===== src/rtl/nes_joypad_responder.sv =====
// NES controller poller with a two-wire bus read-only responder.
// The poller periodically latches and shifts out the controller buttons into an
// active-low snapshot; the bus side returns that snapshot to a host read at ADDRESS.
//
// Bus handshake: the host owns SCL; this block only pulls SDA low (sda_out=0)
// or releases it (sda_out=1), and changes sda_out only while SCL is low, in the
// cycle after a synchronized SCL falling edge (or on START/STOP/reset).
module nes_joypad_responder #(
    parameter logic [6:0] ADDRESS     = 7'h52,
    parameter int         POLL_PERIOD = 20000,
    parameter int         NES_HALF    = 6
) (
    input  logic clk,
    input  logic rst_n,
    input  logic scl_in,
    input  logic sda_in,
    output logic sda_out,
    output logic nes_latch,
    output logic nes_clk,
    input  logic nes_data
);

    localparam int PCW = (POLL_PERIOD > 1) ? $clog2(POLL_PERIOD) : 1;
    localparam logic [PCW-1:0] POLL_LAST = PCW'(POLL_PERIOD - 1);
    localparam int HTW = (NES_HALF > 1) ? $clog2(NES_HALF) : 1;
    localparam logic [HTW-1:0] HALF_LAST = HTW'(NES_HALF - 1);

    typedef enum logic [2:0] {
        BUS_IDLE,
        BUS_ADDR,
        BUS_ADDR_ACK,
        BUS_DATA,
        BUS_DATA_ACK
    } bus_state_e;

    typedef enum logic [1:0] {
        POLL_IDLE,
        POLL_LATCH,
        POLL_CLK_LO,
        POLL_CLK_HI
    } poll_state_e;

    // synchronizers (stage 2 is the synced value, stage 3 the edge reference)
    logic scl_s1_q, scl_s2_q, scl_s3_q;
    logic sda_s1_q, sda_s2_q, sda_s3_q;

    // bus side
    bus_state_e bus_state_q, bus_state_d;
    logic [3:0] bit_cnt_q, bit_cnt_d;
    logic [7:0] addr_sr_q, addr_sr_d;
    logic [7:0] tx_q, tx_d;
    logic       sda_out_q, sda_out_d;

    // poll side
    poll_state_e      poll_state_q, poll_state_d;
    logic [PCW-1:0]   poll_cnt_q, poll_cnt_d;
    logic [HTW-1:0]   ptimer_q, ptimer_d;
    logic [2:0]       pbit_q, pbit_d;
    logic [7:0]       sample_q, sample_d;
    logic [7:0]       snapshot_q, snapshot_d;
    logic             nes_latch_q, nes_latch_d;
    logic             nes_clk_q, nes_clk_d;

    logic scl_rise, scl_fall, start_det, stop_det;

    assign scl_rise  = scl_s2_q & ~scl_s3_q;
    assign scl_fall  = ~scl_s2_q & scl_s3_q;
    assign start_det = scl_s2_q & ~sda_s2_q & sda_s3_q;
    assign stop_det  = scl_s2_q & sda_s2_q & ~sda_s3_q;

    assign sda_out   = sda_out_q;
    assign nes_latch = nes_latch_q;
    assign nes_clk   = nes_clk_q;

    // Input synchronizer chains; idle-high bus lines reset to 1.
    always_ff @(posedge clk or negedge rst_n) begin
        if (!rst_n) begin
            scl_s1_q <= 1'b1;
            scl_s2_q <= 1'b1;
            scl_s3_q <= 1'b1;
            sda_s1_q <= 1'b1;
            sda_s2_q <= 1'b1;
            sda_s3_q <= 1'b1;
        end else begin
            scl_s1_q <= scl_in;
            scl_s2_q <= scl_s1_q;
            scl_s3_q <= scl_s2_q;
            sda_s1_q <= sda_in;
            sda_s2_q <= sda_s1_q;
            sda_s3_q <= sda_s2_q;
        end
    end

    // Bus FSM state registers.
    always_ff @(posedge clk or negedge rst_n) begin
        if (!rst_n) begin
            bus_state_q <= BUS_IDLE;
            bit_cnt_q   <= 4'd0;
            addr_sr_q   <= 8'h00;
            tx_q        <= 8'hFF;
            sda_out_q   <= 1'b1;
        end else begin
            bus_state_q <= bus_state_d;
            bit_cnt_q   <= bit_cnt_d;
            addr_sr_q   <= addr_sr_d;
            tx_q        <= tx_d;
            sda_out_q   <= sda_out_d;
        end
    end

    // Bus FSM next state: address decode, ACK drive, byte shifting, host ACK/NACK.
    always_comb begin
        bus_state_d = bus_state_q;
        bit_cnt_d   = bit_cnt_q;
        addr_sr_d   = addr_sr_q;
        tx_d        = tx_q;
        sda_out_d   = sda_out_q;
        if (start_det) begin
            bus_state_d = BUS_ADDR;
            bit_cnt_d   = 4'd0;
            sda_out_d   = 1'b1;
        end else if (stop_det) begin
            bus_state_d = BUS_IDLE;
            sda_out_d   = 1'b1;
        end else begin
            case (bus_state_q)
                BUS_ADDR: begin
                    if (scl_rise) begin
                        addr_sr_d = {addr_sr_q[6:0], sda_s2_q};
                        bit_cnt_d = bit_cnt_q + 4'd1;
                        if (bit_cnt_q == 4'd7) begin
                            if (addr_sr_d[7:1] == ADDRESS && addr_sr_d[0]) begin
                                bus_state_d = BUS_ADDR_ACK;
                                tx_d        = snapshot_q;
                                bit_cnt_d   = 4'd0;
                            end else begin
                                bus_state_d = BUS_IDLE;
                            end
                        end
                    end
                end
                BUS_ADDR_ACK: begin
                    // first falling edge starts the ACK slot, second one ends it
                    if (scl_fall) begin
                        if (bit_cnt_q == 4'd0) begin
                            sda_out_d = 1'b0;
                            bit_cnt_d = 4'd1;
                        end else begin
                            bus_state_d = BUS_DATA;
                            sda_out_d   = tx_q[7];
                            tx_d        = {tx_q[6:0], 1'b1};
                            bit_cnt_d   = 4'd1;
                        end
                    end
                end
                BUS_DATA: begin
                    if (scl_fall) begin
                        if (bit_cnt_q == 4'd8) begin
                            bus_state_d = BUS_DATA_ACK;
                            sda_out_d   = 1'b1;
                            bit_cnt_d   = 4'd0;
                        end else begin
                            sda_out_d = tx_q[7];
                            tx_d      = {tx_q[6:0], 1'b1};
                            bit_cnt_d = bit_cnt_q + 4'd1;
                        end
                    end
                end
                BUS_DATA_ACK: begin
                    // bit_cnt marks that the host ACKed and another byte follows
                    if (scl_rise) begin
                        if (!sda_s2_q) begin
                            tx_d      = snapshot_q;
                            bit_cnt_d = 4'd1;
                        end else begin
                            bus_state_d = BUS_IDLE;
                        end
                    end else if (scl_fall && bit_cnt_q == 4'd1) begin
                        bus_state_d = BUS_DATA;
                        sda_out_d   = tx_q[7];
                        tx_d        = {tx_q[6:0], 1'b1};
                        bit_cnt_d   = 4'd1;
                    end
                end
                default: ;
            endcase
        end
    end

    // Poller state registers.
    always_ff @(posedge clk or negedge rst_n) begin
        if (!rst_n) begin
            poll_state_q <= POLL_IDLE;
            poll_cnt_q   <= '0;
            ptimer_q     <= '0;
            pbit_q       <= 3'd0;
            sample_q     <= 8'hFF;
            snapshot_q   <= 8'hFF;
            nes_latch_q  <= 1'b0;
            nes_clk_q    <= 1'b1;
        end else begin
            poll_state_q <= poll_state_d;
            poll_cnt_q   <= poll_cnt_d;
            ptimer_q     <= ptimer_d;
            pbit_q       <= pbit_d;
            sample_q     <= sample_d;
            snapshot_q   <= snapshot_d;
            nes_latch_q  <= nes_latch_d;
            nes_clk_q    <= nes_clk_d;
        end
    end

    // Poller next state: period counter, latch pulse, 7 clock pulses, atomic snapshot.
    always_comb begin
        poll_state_d = poll_state_q;
        poll_cnt_d   = (poll_cnt_q == POLL_LAST) ? '0 : poll_cnt_q + PCW'(1);
        ptimer_d     = ptimer_q;
        pbit_d       = pbit_q;
        sample_d     = sample_q;
        snapshot_d   = snapshot_q;
        nes_latch_d  = nes_latch_q;
        nes_clk_d    = nes_clk_q;
        if (poll_cnt_q == POLL_LAST) begin
            poll_state_d = POLL_LATCH;
            ptimer_d     = '0;
            pbit_d       = 3'd0;
            nes_latch_d  = 1'b1;
            nes_clk_d    = 1'b1;
        end else begin
            case (poll_state_q)
                POLL_LATCH: begin
                    if (ptimer_q == HALF_LAST) begin
                        nes_latch_d  = 1'b0;
                        nes_clk_d    = 1'b0;
                        sample_d     = {sample_q[6:0], nes_data};
                        ptimer_d     = '0;
                        poll_state_d = POLL_CLK_LO;
                    end else begin
                        ptimer_d = ptimer_q + HTW'(1);
                    end
                end
                POLL_CLK_LO: begin
                    if (ptimer_q == HALF_LAST) begin
                        nes_clk_d    = 1'b1;
                        ptimer_d     = '0;
                        poll_state_d = POLL_CLK_HI;
                    end else begin
                        ptimer_d = ptimer_q + HTW'(1);
                    end
                end
                POLL_CLK_HI: begin
                    if (ptimer_q == HALF_LAST) begin
                        sample_d = {sample_q[6:0], nes_data};
                        ptimer_d = '0;
                        if (pbit_q == 3'd6) begin
                            snapshot_d   = {sample_q[6:0], nes_data};
                            poll_state_d = POLL_IDLE;
                        end else begin
                            pbit_d       = pbit_q + 3'd1;
                            nes_clk_d    = 1'b0;
                            poll_state_d = POLL_CLK_LO;
                        end
                    end else begin
                        ptimer_d = ptimer_q + HTW'(1);
                    end
                end
                default: ;
            endcase
        end
    end

endmodule


===== config.mk =====
export PLATFORM = sky130hd
export DESIGN_NAME = nes_joypad_responder
export DESIGN_NICKNAME = d
export VERILOG_FILES = /design/src/rtl/nes_joypad_responder.sv
export SDC_FILE = /design/constraint.sdc
export NUM_CORES = 1
export LEC_CHECK = 0
export CORE_MARGIN = 10
export CORE_UTILIZATION = 25
export DETAILED_ROUTE_END_ITERATION = 10
export SLEW_MARGIN = 5
export SYNTH_ARGS = -nofsm -noshare
export SYNTH_HDL_FRONTEND = slang
export SYNTH_SLANG_ARGS = --single-unit

===== constraint.sdc =====
create_clock -name clk -period 3.3 [get_ports clk]
set_clock_uncertainty 0.1 [all_clocks]
set_input_delay 0.33 -clock clk [delete_from_list [all_inputs] [get_ports clk]]
set_output_delay 0.33 -clock clk [all_outputs]
set_load 0.005 [all_outputs]

==> flow_summary.yaml, run 1 <==
clock_network:
  cts_root_buffer: "clkbuf_16"
  clkSinkCount: 69
  worstSkewPairLatency_ps: 320
  clkTransAtPathRegs_ps: 50
  cts_buffer_depth: 2
  cts_tree: "built"
  hold_buffers: 1
  cts_buffers: 9
  ctsResizeCount: 0
  htree_levels: 3
  cts_setup_buffers: 0
grt:
  grt_pass1_wl_um: 10980
  grt_usage_pct: 6.710
  grt_overflow: 0
  grt_start_max_net_pins: 57
  grt_pass1_vias: 2337
  grt_antenna_before_repair: 0
critical_path:
  rr_endpoint: "tx_q[7]$_DFFE_PN1P_"
  start_kind: "register"
  reg2reg_from: "sda_s2_q$_DFF_PN1_"
  r2r_setup_slack_ps: 770
  crit_path_end_kind: "register"
  worst-setup-path-type: "register to register"
  required_ps: 3450
  crit_fanout: 8
  cp_data_arrival_time_ps: 2680
  rr_worst_depth: 5
run_status:
  outcome: "complete, no violations"
die:
  ios: 8
  fp.coreArea_sq_um: 13770
  dieArea_sq_um: 19080
  fp-row-count: 43
  die-width_um: 138.1
  initial_core_util_pct: 25.34
  die_h_um: 138.1
drt:
  wl_met2_um: 3043
  final_antenna_net_count: 0
  wl_met3_um: 202
  drtIter0Drc: 100
  drc: 0
  routed_via_density: 4.536
  drtPass1Iterations: 5
  wl_per_cell_um: 12.66
  wl_met1_um: 2918
  routed.top_layer: "met4"
  drt-total-wl_um: 6254
  via_count: 2241
yosys:
  yosys-top-cells-area: "dfrtp_1, dfstp_2, mux2_2, ha_1, mux2_4"
  synth.avg_cell_area_sq_um: 11.83
  ys_seq_elements: 69
  yosys_warnings: 0
  synthArstFlopShare_pct: 100.0
  syn_nets: 310
  yosysTopAreaCellShare_pct: 27.25
  yosys.area.top_type: "dfrtp_1"
  netlist_area_sq_um: 3490
  syn_inst: 295
  ys_seq_area_share_pct: 50.59
  synth_edf_count: 0
  synth_flop_cell: "dfrtp_1"
  synth.distinct_cells: 59
final_layout:
  syn2layout_area_growth_pct: 16.21
  most-common-layout-cells: "dfrtp_1, dfstp_2, mux2_2"
  drive_gt1_share_pct: 30.89
  finalNetCount: 324
  instances_no_fill: 494
  layout_commonest_cell: "dfrtp_1"
  n_antenna_cell: 0
  nFillCells: 1433
placement:
  dp.cells: 477
  hpwl_um: 4356
  place.gp.congestion: 0.8645
  numPortBuffers: 7
worst_hold_path:
  whs_path_depth: 0
  min_to: "scl_s2_q$_DFF_PN1_"
  hold_class: "register to register"
  holdCritStartpoint: "scl_s1_q$_DFF_PN1_"
timing:
  slew_viol_final: 0
  slew_headroom_pct: 48.28
  finalHoldViolations: 0
  final.period_utilization_pct: 76.81
  fmax_mhz: 394.5
  fin_setup_tns_ps: 0
  max_slew.worst_pin.slew_ps: 775.8
  rsz0062_at_grt: "no"
  min_period_ps: 2535
  setup_viol: 0
power:
  p_leak_nw: 1.714
  p_total_mw: 2.116
  p_per_area_nw_per_um2: 521.8
  peakVddDrop_mv: 0.2635
run:
  drv_cap: 0
routing by layer:
| layer | GRT usage (%) | vias to the layer above |
|---|---|---|
| met5 | 0 | - |
| met1 | 7.970 | 1113 |
| li1 | - | 1085 |
| met3 | 1.575 | 9 |
| met4 | 3.718 | 0 |
| met2 | 10.92 | 34 |
through the flow:
stage	utilization, %	hold slack (ps)	setup slack [ps]	area (sq um)
floorplan	-	-65.59	1095	3490
global placement	27.23	139.8	845.5	3751
detailed placement	27.23	145.7	790.4	3751
CTS	29.44	255.5	771.4	4055
global route	29.44	255.7	677.2	4055
finish	29.44	254.7	765.2	4055
synth_stat cells (all sizes together), types with 2 or more instances:
cell type	number
dfrtp	38
mux2	37
dfstp	31
nor2	27
nand2	13
nand3	12
a21oi	10
ha	10
nand2b	10
xor2	8
inv	7
nor2b	7
nor3	7
xnor2	7
o21ai	6
buf	5
nand4	5
nor3b	5
nand3b	4
a211oi	3
a21o	3
and3b	3
nor4b	3
or3	3
and3	2
and4	2
clkbuf	2
o41ai	2
or3b	2
worst max-delay path, cell delays in order, from the launching register on:
cell	delay, ps
dfstp_2	580
nand4b_1	120
nor4_2	370
nor2b_1	90
or4b_1	800
mux2_4	390
logic make-up (layout without fill, tap and decap cells):
| group | Yosys count | after routing | synth area share (%) |
|---|---|---|---|
| flops | 69 | 69 | 50.59 |
| simple gates | 115 | 115 | 20.22 |
| compound gates | 34 | 34 | 6.741 |
| fa+ha+maj | 10 | 10 | 3.586 |
| xor+xnor | 15 | 15 | 3.765 |
| mux | 38 | 38 | 13.09 |
| buf+inv | 14 | 33 | 2.008 |
layout make-up:
class	instances	area, sq um	share of cell area (%)
clock buffers	12	246.5	6.078
multi-input cells	212	1654	40.79
inverters	7	26.28	0.6479
repair buffers	10	90.09	2.222
flip-flops and latches	69	1765	43.54
well taps	180	225.2	5.554
clock inverters	4	47.55	1.172
registers in the layout, indices dropped and copies added (netlist names), 2 cells and up:
register and flops:
pbit_q 3, sample_q 7, poll_state_q 2, ptimer_q 3
snapshot_q 8, tx_q 8, addr_sr_q 7, bit_cnt_q 4
bus_state_q 3, poll_cnt_q 15
report_power, final:
part	internal, mW	total, mW	switching, mW
clock	0.603	0.946	0.343
sequential	0.910	0.973	0.0627
combinational	0.101	0.197	0.0961
total	1.61	2.12	0.502
how the worst max path moves through the flow:
stage | start | to | cells past startpoint
6_report | sda_s2_q$_DFF_PN1_ | tx_q[7]$_DFFE_PN1P_ | 5
5_1_grt | sda_s2_q$_DFF_PN1_ | tx_q[1]$_DFFE_PN1P_ | 5
4_1_cts | sda_s2_q$_DFF_PN1_ | tx_q[7]$_DFFE_PN1P_ | 5
3_5_place_dp | sda_s2_q$_DFF_PN1_ | tx_q[7]$_DFFE_PN1P_ | 5
3_3_place_gp | sda_s2_q$_DFF_PN1_ | tx_q[0]$_DFFE_PN1P_ | 5
2_1_floorplan | poll_cnt_q[0]$_DFF_PN0_ | snapshot_q[0]$_DFFE_PN1P_ | 7
Note: power is estimated with default switching activity, not from simulation.
==> run 2: changes to the inputs <==
- clock period: 3.3 -> 2.1 ns (I/O delays scaled with it)
==> run 2 against run 1 <==
- register-to-register slack got worse by 850 ps
- critical endpoint is now tx_q[1]$_DFFE_PN1P_
- utilization grew 2.4 points
- count of clock-buffer cells in the layout fell by 1
- worst hold slack lost 58 ps
- cell count rose by 6.9%
- die area did not move
- largest power group unchanged
- fmax increased by 16%
- total power up 60%
- the flow now finishes with violations (setup timing)
- global-route usage grew 0.65 points
- design area rose by 8.1%
==> flow_summary.yaml, run 2 (synthesis gave the netlist of run 1 again) <==
drt:
  wl_per_cell_um: 12.69
  final_antenna_net_count: 0
  via_count: 2375
  drt-total-wl_um: 6700
  drc: 0
  routed_via_density: 4.498
  drtPass1Iterations: 4
  drtIter0Drc: 102
clock_network:
  clkSinkCount: 69
  worstSkewPairLatency_ps: 330
  clkTransAtPathRegs_ps: 60
  cts_tree: "built"
  cts_root_buffer: "clkbuf_16"
  htree_levels: 3
  cts_buffers: 9
  cts_buffer_depth: 2
final_layout:
  n_antenna_cell: 0
  fin_area_sq_um: 4382
  largest_reg_flops: 15
  layout_commonest_cell: "dfrtp_1"
  drive_gt1_share_pct: 41.38
  reg_top3: "poll_cnt_q x15, snapshot_q x8, tx_q x8"
  syn2layout_area_growth_pct: 25.56
  most-common-layout-cells: "dfrtp_1, buf_4, dfstp_2"
  largest_register: "poll_cnt_q"
  finalNetCount: 358
timing:
  setup_viol: 9
  setup_ws_ps: -80.63
  min_period_ps: 2181
  slew_headroom_pct: 74.55
  slew_viol_final: 0
  rsz0062_at_grt: "yes"
  finalHoldViolations: 0
  max_slew.worst_pin.slew_ps: 379.5
  final.period_utilization_pct: 103.8
  holdWs_ps: 196.7
  fmax_mhz: 458.6
run:
  drv_cap: 0
die:
  dieArea_sq_um: 19080
  fp.coreArea_sq_um: 13770
  ios: 8
  fp-row-count: 43
  die_h_um: 138.1
  initial_core_util_pct: 25.34
  die-width_um: 138.1
grt:
  grt_start_max_net_pins: 70
  grt_overflow: 0
  grt_antenna_before_repair: 0
  grt_usage_pct: 7.360
  grt_pass1_vias: 2483
  grt_pass1_wl_um: 11820
power:
  pwr-share-clk_pct: 42.0
  swShare_pct: 24.84
  combPwrFrac_pct: 13.7
  power.switching_uw: 843.1
  p_leak_nw: 1.890
  peakVddDrop_mv: 0.5014
  p_int_mw: 2.552
  pwr-share-seq_pct: 44.3
  p_per_area_nw_per_um2: 774.7
critical_path:
  crit_fanout: 8
  cp_data_arrival_time_ps: 2330
  worst-setup-path-type: "register to register"
  required_ps: 2250
  cp_slowest_stage_delay_ps: 630
  start_kind: "register"
  path_cells: "nand4b_1 > nor4_2 > nor2b_1 > or4b_4 > mux2_4"
  path_buf_inv: 0
  cp_slowest_cell: "or4b_4"
  cpLargestDelayFamily: "simple AND/OR/NAND/NOR gates"
  crit_path_end_kind: "register"
placement:
  numPortBuffers: 7
  placed_cell_area_sq_um: 4020
  place.gp.congestion: 0.8184
  hpwl_um: 4674
run_status:
  violations: "setup timing"
  outcome: "finished with violations"
worst_hold_path:
  hold_class: "input port to register"
run 2: worst paths after layout:
kind                                         start                    end  slack, ps  cells past startpoint
worst max-delay path            sda_s2_q$_DFF_PN1_    tx_q[1]$_DFFE_PN1P_        -80                      5
worst min-delay path                        scl_in     scl_s1_q$_DFF_PN1_        200                      1
worst max register to register  sda_s2_q$_DFF_PN1_    tx_q[1]$_DFFE_PN1P_        -80                      5
worst min register to register  sda_s1_q$_DFF_PN1_     sda_s2_q$_DFF_PN1_        250                      0
max in group asynchronous                    rst_n    tx_q[2]$_DFFE_PN1P_       1220                      3
min in group asynchronous                    rst_n  pbit_q[0]$_DFFE_PN0P_        310                      3
run 2: cell type report:
cell class,instances,area (sq um)
clock inverter,5,32.53
sequential,69,1768
timing repair buffer,44,361.6
fill,1423,9392
multi-input combinational,212,1714
tap,180,225.2
clock buffer,11,254.0
inverter,7,26.28
run 2: worst reg2reg max path: stages (launching register included):
cell	delay, ps
dfstp_2	560
nand4b_1	110
nor4_2	280
nor2b_1	90
or4b_4	630
mux2_4	340
run 2: power by group through the flow:
| stage | Clock (mW) | Combinational, mW | Sequential, mW |
|---|---|---|---|
| 6_report | 1.43 | 0.464 | 1.50 |
| 5_1_grt | 1.55 | 0.510 | 1.52 |
| 4_1_cts | 1.48 | 0.461 | 1.50 |
| 3_5_place_dp | 0 | 0.449 | 1.53 |
| 3_3_place_gp | 0 | 0.438 | 1.52 |
| 2_1_floorplan | 0 | 0.243 | 1.51 |
run 2: stage by stage:
stage               instances  setup WS (ps)  total power [mW]  TNS (ps)  utilization, %
global route              528         -176.6             3.582     -1626           31.81
CTS                       527         -68.43             3.444    -568.1           31.60
global placement          508         -75.79             1.959    -637.9           29.19
floorplan                 295          5.488             1.757         0               -
detailed placement        508         -135.4             1.975     -1363           29.19
finish                    528         -80.63             3.395    -627.3           31.81
run 2: what timing repair did:
action / 4_1_cts / 5_1_grt
setup endpoints to repair: 14 / 14
pin swaps: 1 / 6
setup buffers: 2 / 2
resized for setup: 6 / 9
hold buffers: 1 / 0
hold endpoints to repair: 38 / 0
run 2: routing by layer:
layer | wire [um] | global-route usage (%) | up-vias
met3 | 260 | 2.808 | 11
met4 | 114 | 2.775 | 0
li1 | - | - | 1156
met1 | 2959 | 8.233 | 1173
met2 | 3366 | 12.40 | 35
met5 | 0 | 0 | -
==> run 3: changes to the inputs <==
--- a/config.mk
+++ b/config.mk
@@ -6,4 +6,5 @@
 export NUM_CORES = 1
 export LEC_CHECK = 0
+export ABC_AREA = 1
 export CORE_MARGIN = 10
 export CORE_UTILIZATION = 25
@@ -13,2 +14,3 @@
 export SYNTH_HDL_FRONTEND = slang
 export SYNTH_SLANG_ARGS = --single-unit
+export TNS_END_PERCENT = 5
==> constraint.sdc (replaced) <==
create_clock -name clk -period 2.1 [get_ports clk]
set_clock_uncertainty 0.1 [all_clocks]
set_input_delay 0.315 -clock clk [delete_from_list [all_inputs] [get_ports clk]]
set_output_delay 0.315 -clock clk [all_outputs]
set_load 0.005 [all_outputs]
==> run 3 against run 2 <==
- the run now ends clean
- synthesized cell count rose by 53%
- die area increased by 2.5%
- sequential power increased by 13%
- clock power barely moved
- register-to-register slack improved by 280 ps
- setup slack improved by 280 ps
- sequential share of layout area increased by 1.7 points
- fmax grew 15%
- count of clock-buffer cells in the layout grew 1
- first-iteration DRC count is 61% higher
- critical path type unchanged
- largest power group unchanged
==> flow_summary.yaml, run 3 <==
run_status:
  outcome: "complete, no violations"
yosys:
  synth_common_cells: "nand2_1, nor2_1, inv_1, o21ai_0, dfrtp_1"
  yosysTopAreaCellShare_pct: 26.48
  syn_nets: 467
  synth-xor-area-share_pct: 1.707
  synth.avg_cell_area_sq_um: 7.945
  syn_inst: 452
  yosys.area.top_type: "dfrtp_1"
  netlist_area_sq_um: 3591
  synth_fa_ha_area_share_pct: 3.484
  synth_flop_cell: "dfrtp_1"
  ys_seq_elements: 69
  synth.distinct_cells: 32
  synth_compound_area_share_pct: 8.711
  synth_top_family_by_area: "simple AND/OR/NAND/NOR gates"
  yosys_warnings: 0
  synthMostInstantiatedCell: "nand2_1"
  yosys.area_share.simple_pct: 28.75
  ys_seq_area_share_pct: 49.16
  synthArstFlopShare_pct: 100.0
  synthMuxAreaShare_pct: 0.6272
  yosys-top-cells-area: "dfrtp_1, dfstp_2, nand2_1, nor2_1, inv_1"
  synth_edf_count: 0
critical_path:
  start_kind: "register"
  crit_path_end_kind: "register"
  path_buf_inv: 1
  cp_slowest_stage_delay_ps: 580
  crit_fanout: 12
  path_cells: "inv_1 > nor2_1 > nand3_1 > mux2_2"
  reg2reg_from: "scl_s2_q$_DFF_PN1_"
  cp_slowest_cell: "dfstp_2"
  cp_data_arrival_time_ps: 2010
  r2r_setup_slack_ps: 200
  worst-setup-path-type: "register to register"
  crit_start: "scl_s2_q$_DFF_PN1_"
  required_ps: 2210
  cpLargestDelayFamily: "simple AND/OR/NAND/NOR gates"
timing:
  final.period_utilization_pct: 90.49
  slew_headroom_pct: 72.09
  slew_viol_final: 0
  rsz0062_at_grt: "no"
  finalHoldViolations: 0
  setup_ws_ps: 199.6
  fin_setup_tns_ps: 0
  min_period_ps: 1900
  setup_viol: 0
  holdWs_ps: 255.5
  max_slew.worst_pin.slew_ps: 417.2
  fmax_mhz: 526.2
worst_hold_path:
  hold_class: "register to register"
  holdCritStartpoint: "scl_s1_q$_DFF_PN1_"
die:
  initial_core_util_pct: 25.67
  ios: 8
  dieArea_sq_um: 19560
  die_h_um: 139.9
  fp.coreArea_sq_um: 13990
  die-width_um: 139.9
  fp-row-count: 43
grt:
  grt_usage_pct: 7.541
  grt_pass1_vias: 2826
  grt_start_max_net_pins: 70
  grt_antenna_before_repair: 0
  grt_pass1_wl_um: 12710
  grt_overflow: 0
final_layout:
  n_antenna_cell: 0
  most-common-layout-cells: "nand2_1, nor2_1, inv_1"
  syn2layout_area_growth_pct: 16.79
  finalNetCount: 485
  instances_no_fill: 655
  reg_top3: "poll_cnt_q x15, snapshot_q x8, tx_q x8"
  drive_gt1_share_pct: 14.74
  largest_register: "poll_cnt_q"
  largest_reg_flops: 15
  layout_commonest_cell: "nand2_1"
clock_network:
  cts_setup_buffers: 0
  cts_root_buffer: "clkbuf_16"
  htree_levels: 3
  clkTransAtPathRegs_ps: 50
  cts_buffers: 9
  worstSkewPairLatency_ps: 330
  cts_tree: "built"
  clkSinkCount: 69
  cts_buffer_depth: 2
drt:
  via_count: 2870
  routed_via_density: 4.382
  drc: 0
  final_antenna_net_count: 0
  drtIter0Drc: 164
  wl_per_cell_um: 10.63
  drt-total-wl_um: 6961
  drtPass1Iterations: 4
placement:
  numPortBuffers: 7
  place.gp.congestion: 0.8898
  hpwl_um: 4921
  pre_cts_slack_ps: 216.2
  dp.cells: 638
power:
  p_leak_nw: 1.980
  p_total_mw: 4.453
  p_per_area_nw_per_um2: 1062
  peakVddDrop_mv: 0.3970
run:
  drv_cap: 0
[run 3: area by class of cell]
| class | count | area [sq um] |
|---|---|---|
| clock buffer | 12 | 266.5 |
| clock inverter | 4 | 21.27 |
| fill | 1479 | 9794 |
| inverter | 67 | 251.5 |
| multi-input combinational | 313 | 1562 |
| sequential | 69 | 1765 |
| tap | 180 | 225.2 |
| timing repair buffer | 10 | 102.6 |
[run 3: per-layer routing]
metal | GRT usage [%] | vias to the layer above | routed length, um
li1 | - | 1472 | -
met1 | 9.362 | 1330 | 3339
met2 | 11.90 | 57 | 3184
met3 | 2.280 | 11 | 334
met4 | 2.989 | 0 | 102
met5 | 0 | - | 0
[run 3: path summary, 6_finish.rpt]
check | endpoint | cells past startpoint
max in group asynchronous | sda_out$_DFFE_PN1P_ | 3
max | addr_sr_q[5]$_DFFE_PN0P_ | 4
min | scl_s2_q$_DFF_PN1_ | 0
min reg2reg | scl_s2_q$_DFF_PN1_ | 0
min in group asynchronous | bit_cnt_q[3]$_DFFE_PN0P_ | 3
max reg2reg | addr_sr_q[5]$_DFFE_PN0P_ | 4
[run 3: logic make-up after synthesis]
logic type / count (synthesis)
simple gates: 236
xor+xnor: 7
mux: 2
compound gates: 58
fa+ha+maj: 10
buf+inv: 70
flops: 69
[run 3: through the flow]
stage	util (%)	cell area (sq um)
global placement	27.80	3889
CTS	29.93	4187
floorplan	-	3591
global route	29.98	4194
finish	29.98	4194
detailed placement	27.80	3889
[run 3: where the power goes]
group          switching (mW)  leakage [nW]  internal, mW  total (mW)
logic                   0.883          1.01         0.445        1.33
clock network           0.539         0.144         0.887        1.43
registers               0.147         0.829          1.55        1.70
[run 3: repair_timing]
item | CTS | global route
hold buffers | 1 | 0
resized for setup | 0 | 1
hold endpoints to repair | 38 | 0
endpoints found under the setup margin | 0 | 14
